**src/rtl/serial_subtractor.sv**
```systemverilog
// Bit-serial subtractor: d = a - b - bin, one bit per clock, LSB first.
// Single full-subtractor cell with a borrow flip-flop; start/busy/done handshake.
module serial_subtractor #(
   parameter int WIDTH = 4
) (
   input  logic             clk,
   input  logic             rst,
   input  logic             start,
   input  logic [WIDTH-1:0] a,
   input  logic [WIDTH-1:0] b,
   input  logic             bin,
   output logic             busy,
   output logic             done,
   output logic [WIDTH-1:0] d,
   output logic             bout
);

   localparam int CW = (WIDTH > 2) ? $clog2(WIDTH) : 1;
   localparam logic [CW-1:0] LAST = CW'(WIDTH - 1);

   typedef enum logic [1:0] {
      IDLE  = 2'd0,
      SHIFT = 2'd1,
      DONE  = 2'd2
   } state_t;

   state_t           state;
   state_t           state_n;
   logic [WIDTH-1:0] ra;
   logic [WIDTH-1:0] rb;
   logic [WIDTH-1:0] res;
   logic [CW-1:0]    cnt;
   logic             br;
   logic             diff;
   logic             br_n;
   logic             last;

   // Full-subtractor cell on the current LSBs and the stored borrow.
   always_comb begin
      diff = ra[0] ^ rb[0] ^ br;
      br_n = (~ra[0] & rb[0]) | (~(ra[0] ^ rb[0]) & br);
      last = (cnt == LAST);
   end

   // Next-state logic: accept only in IDLE, DONE lasts one cycle.
   always_comb begin
      state_n = state;
      unique case (state)
         IDLE:    if (start) state_n = SHIFT;
         SHIFT:   if (last) state_n = DONE;
         DONE:    state_n = IDLE;
         default: state_n = IDLE;
      endcase
   end

   // State register with registered busy/done flags derived from next state.
   always_ff @(posedge clk) begin
      if (rst) begin
         state <= IDLE;
         busy  <= 1'b0;
         done  <= 1'b0;
      end else begin
         state <= state_n;
         busy  <= (state_n == SHIFT);
         done  <= (state_n == DONE);
      end
   end

   // Datapath: load on accept, shift one bit per SHIFT edge, publish at the end.
   always_ff @(posedge clk) begin
      if (rst) begin
         ra   <= '0;
         rb   <= '0;
         res  <= '0;
         cnt  <= '0;
         br   <= 1'b0;
         d    <= '0;
         bout <= 1'b0;
      end else begin
         unique case (state)
            IDLE: begin
               if (start) begin
                  ra  <= a;
                  rb  <= b;
                  br  <= bin;
                  cnt <= '0;
                  res <= '0;
               end
            end
            SHIFT: begin
               ra  <= ra >> 1;
               rb  <= rb >> 1;
               br  <= br_n;
               res <= {diff, res[WIDTH-1:1]};
               cnt <= cnt + 1'b1;
               if (last) begin
                  d    <= {diff, res[WIDTH-1:1]};
                  bout <= br_n;
               end
            end
            default: ;
         endcase
      end
   end

endmodule

```
**config.mk**
```make
export PLATFORM = sky130hd
export DESIGN_NAME = serial_subtractor
export DESIGN_NICKNAME = d
export VERILOG_FILES = /design/src/rtl/serial_subtractor.sv
export SDC_FILE = /design/constraint.sdc
export NUM_CORES = 1
export LEC_CHECK = 0
export CAP_MARGIN = 20
export CORE_MARGIN = 5
export CORE_UTILIZATION = 52
export CTS_CLUSTER_DIAMETER = 120
export DETAILED_ROUTE_END_ITERATION = 8
export PLACE_DENSITY = 0.81
export SYNTH_ARGS = -nofsm -noshare
export SYNTH_HDL_FRONTEND = slang
export SYNTH_SLANG_ARGS = --single-unit
```
**constraint.sdc**
```tcl
create_clock -name clk -period 2.62 [get_ports clk]
set_input_delay 0.524 -clock clk [delete_from_list [all_inputs] [get_ports clk]]
set_output_delay 0.524 -clock clk [all_outputs]
set_load 0.02 [all_outputs]
```
==> reports/metrics.cfg <==
[die]
rows = 15
floorplan.initialDensity_pct = 54.3
coreArea_mm2 = 0.00173
die_area_mm2 = 0.00275
num_io_pins = 19
die_h_um = 52.5
die_x_um = 52.5

[timing]
period_needed_ns = 1.79
worst_slew_margin_rel_pct = 45.1
clock_skew_ns = 0.00704
fin_crit_sh_pct = 68.4
hold_viol = 0
tightest_slew_ns = 0.821
timing.fmax_mhz = 558
slew_viol_final = 0
rsz0062_at_grt = false
tns_ns = 0
fin_ws_ns = 0.827
finalSetupViolCount = 0

[layout]
stdcell_count = 133
syn_to_final_growth_pct = 20.3
mostFrequentLayoutCells = dfxtp_1 (23), clkdlybuf4s50_1 (18), nor2_1 (15)
fillers = 159
layout_commonest_cell = dfxtp_1
final_nets = 123
drive_gt1_share_pct = 8.33
diodes = 0
seqCellArea_um2 = 460
multi_input_area_um2 = 420

[drt]
vias_per_cell = 5.24
dr.pass1.iters = 4
wl_um = 1720
drtIter0Drc = 10
num_vias = 697
wl_per_cell_um = 12.9
ant_nets = 0
drc = 0

[logic_synthesis]
synth_cell_types = 23
synth.yosys.warnings = 0
syn_area_um2 = 937
yosysTopAreaCell = dfxtp_1
synth_flop_cell = dfxtp_1
ys_ff_latch = 23
avgSynthCellArea_um2 = 10.2
synth_area_leaders = dfxtp_1 (49%), mux2i_1 (8.5%), a211oi_1 (6.4%)
synth_cells = 92
seq_area_frac_synth_pct = 49.1
async_reset_ff_share_pct = 0
syn_nets = 106
synth_top_cell_area_share_pct = 49.1
synth_edf_count = 0

[place]
place_ws_ns = 0.753
port_buffers = 18
post-dp-hpwl_um = 1220
placed_cells = 129
globalplace.congestion = 0.702

[worst_setup_path]
cp.arrival_ns = 1.27
critPathLaunchType = flip-flop
cp.required_ns = 2.10
path_delay_family = buffers and inverters
cp-end-kind = output port
crit_path_top_delay_cell = clkdlybuf4s50_1
critical_path.max_stage_delay_ns = 0.61
crit_type = flip-flop to output port
critPathMaxFanout = 2
critPathBufInv = 1
path_cells = clkdlybuf4s50_1

[global_route]
antenna_found_initial = 0
grt_pass1_vias = 667
grt_max_degree = 24
grt_usage_pct = 14.7
gr-total-overflow = 0
grt_first_pass_wirelength_um = 2940

[power_and_ir_drop]
power_frac_seq_pct = 60.7
power.density_mw_per_mm2 = 551
power_frac_comb_pct = 13.2
p_clk_share_pct = 26.1
p_switching_mw = 0.156
ir_drop_v = 0.000344
switching_share_pct = 25.1
intPower_mw = 0.465
finalPower_mw = 0.621
leakagePower_nw = 0.426

[clock_network]
cts_num_sinks = 23
cts_max_level = 1
clk_pin_slew_ns = 0.13
cts_root_buffer = clkbuf_4
numCtsBuffers = 3
clk_latency_ns = 0.31
cts_setup_buffers = 0
postCtsResizedCells = 0
cts-hold-fix-buffers = 0
cts_buffer_depth = 2
cts_tree = done

[outcome]
status = complete, no violations

[min_path]
hold_class = flip-flop to flip-flop

[run]
drv_cap = 0

==> layer usage <==
layer,vias to the layer above,part of all wire [%],track usage (%),wire length [um]
li1,357,-,-,-
met3,4,4.5,2.85,78
met1,321,48,17.6,828
met5,-,0,0,0
met4,0,1.8,8.94,31
met2,15,45,24.2,780
==> registers in the layout, indices dropped and copies added, names as in the netlist <==
| register | flops |
|---|---|
| done | 1 |
| res | 3 |
| br | 1 |
| rb | 4 |
| state | 2 |
| bout | 1 |
| ra | 4 |
| busy | 1 |
| d | 4 |
| cnt | 2 |
==> stage by stage <==
stage          area, um2  hold slack (ns)  util [%]
2_1_floorplan        937            0.443         -
3_3_place_gp        1100            0.448      63.7
3_5_place_dp        1100            0.448      63.7
4_1_cts             1130            0.467      65.3
5_1_grt             1130            0.494      65.3
6_report            1130            0.466      65.3
==> tightest hold or removal path, cell delays in order (launching register included) <==
cell     delay (ns)
dfxtp_1        0.33
nand2_1        0.05
a21oi_1        0.05
==> area by class of cell <==
| class | instances | share of cell area (%) |
|---|---|---|
| well taps | 25 | 2.77 |
| clock inverters | 1 | 0.444 |
| flip-flops and latches | 23 | 40.8 |
| clock buffers | 3 | 2.00 |
| inverters | 2 | 0.666 |
| repair buffers | 18 | 16.0 |
| multi-input cells | 61 | 37.3 |
==> synthesized netlist by cell type (2+ instances only) <==
library cell,n
inv_1,2
mux2i_1,8
a22oi_1,6
nand3_1,4
clkbuf_1,2
a211oi_1,8
dfxtp_1,23
buf_2,2
nand2_1,4
nor2_1,15
a21oi_1,6
==> power groups by stage <==
stage	clock network [mW]	registers, mW	logic (mW)
final	0.162	0.377	0.0820
after global routing	0.184	0.380	0.0916
after CTS	0.169	0.377	0.0828
after detailed placement	0	0.385	0.0820
after global placement	0	0.384	0.0803
after floorplan	0	0.384	0.0569
==> logic make-up after synthesis <==
family                     after synthesis  synth area share (%)
buffers and inverters                    8                  6.01
DFF                                     23                  49.1
adders and majority gates                2                  3.47
AOI/OAI and AO/OA                       23                  18.0
and+or+nand+nor                         28                  14.8
muxes                                    8                  8.55
==> path summary, 6_finish.rpt <==
| check | startpoint | endpoint | slack (ns) | depth (start not counted) |
|---|---|---|---|---|
| setup reg to reg | cnt[0] | d[1] | 1.27 | 4 |
| hold reg to reg | d[3] | d[3] | 0.47 | 2 |
| setup / recovery | d[3] | d[3] | 0.83 | 1 |
| hold / removal | d[3] | d[3] | 0.47 | 2 |
(Power assumes the default switching activity.)
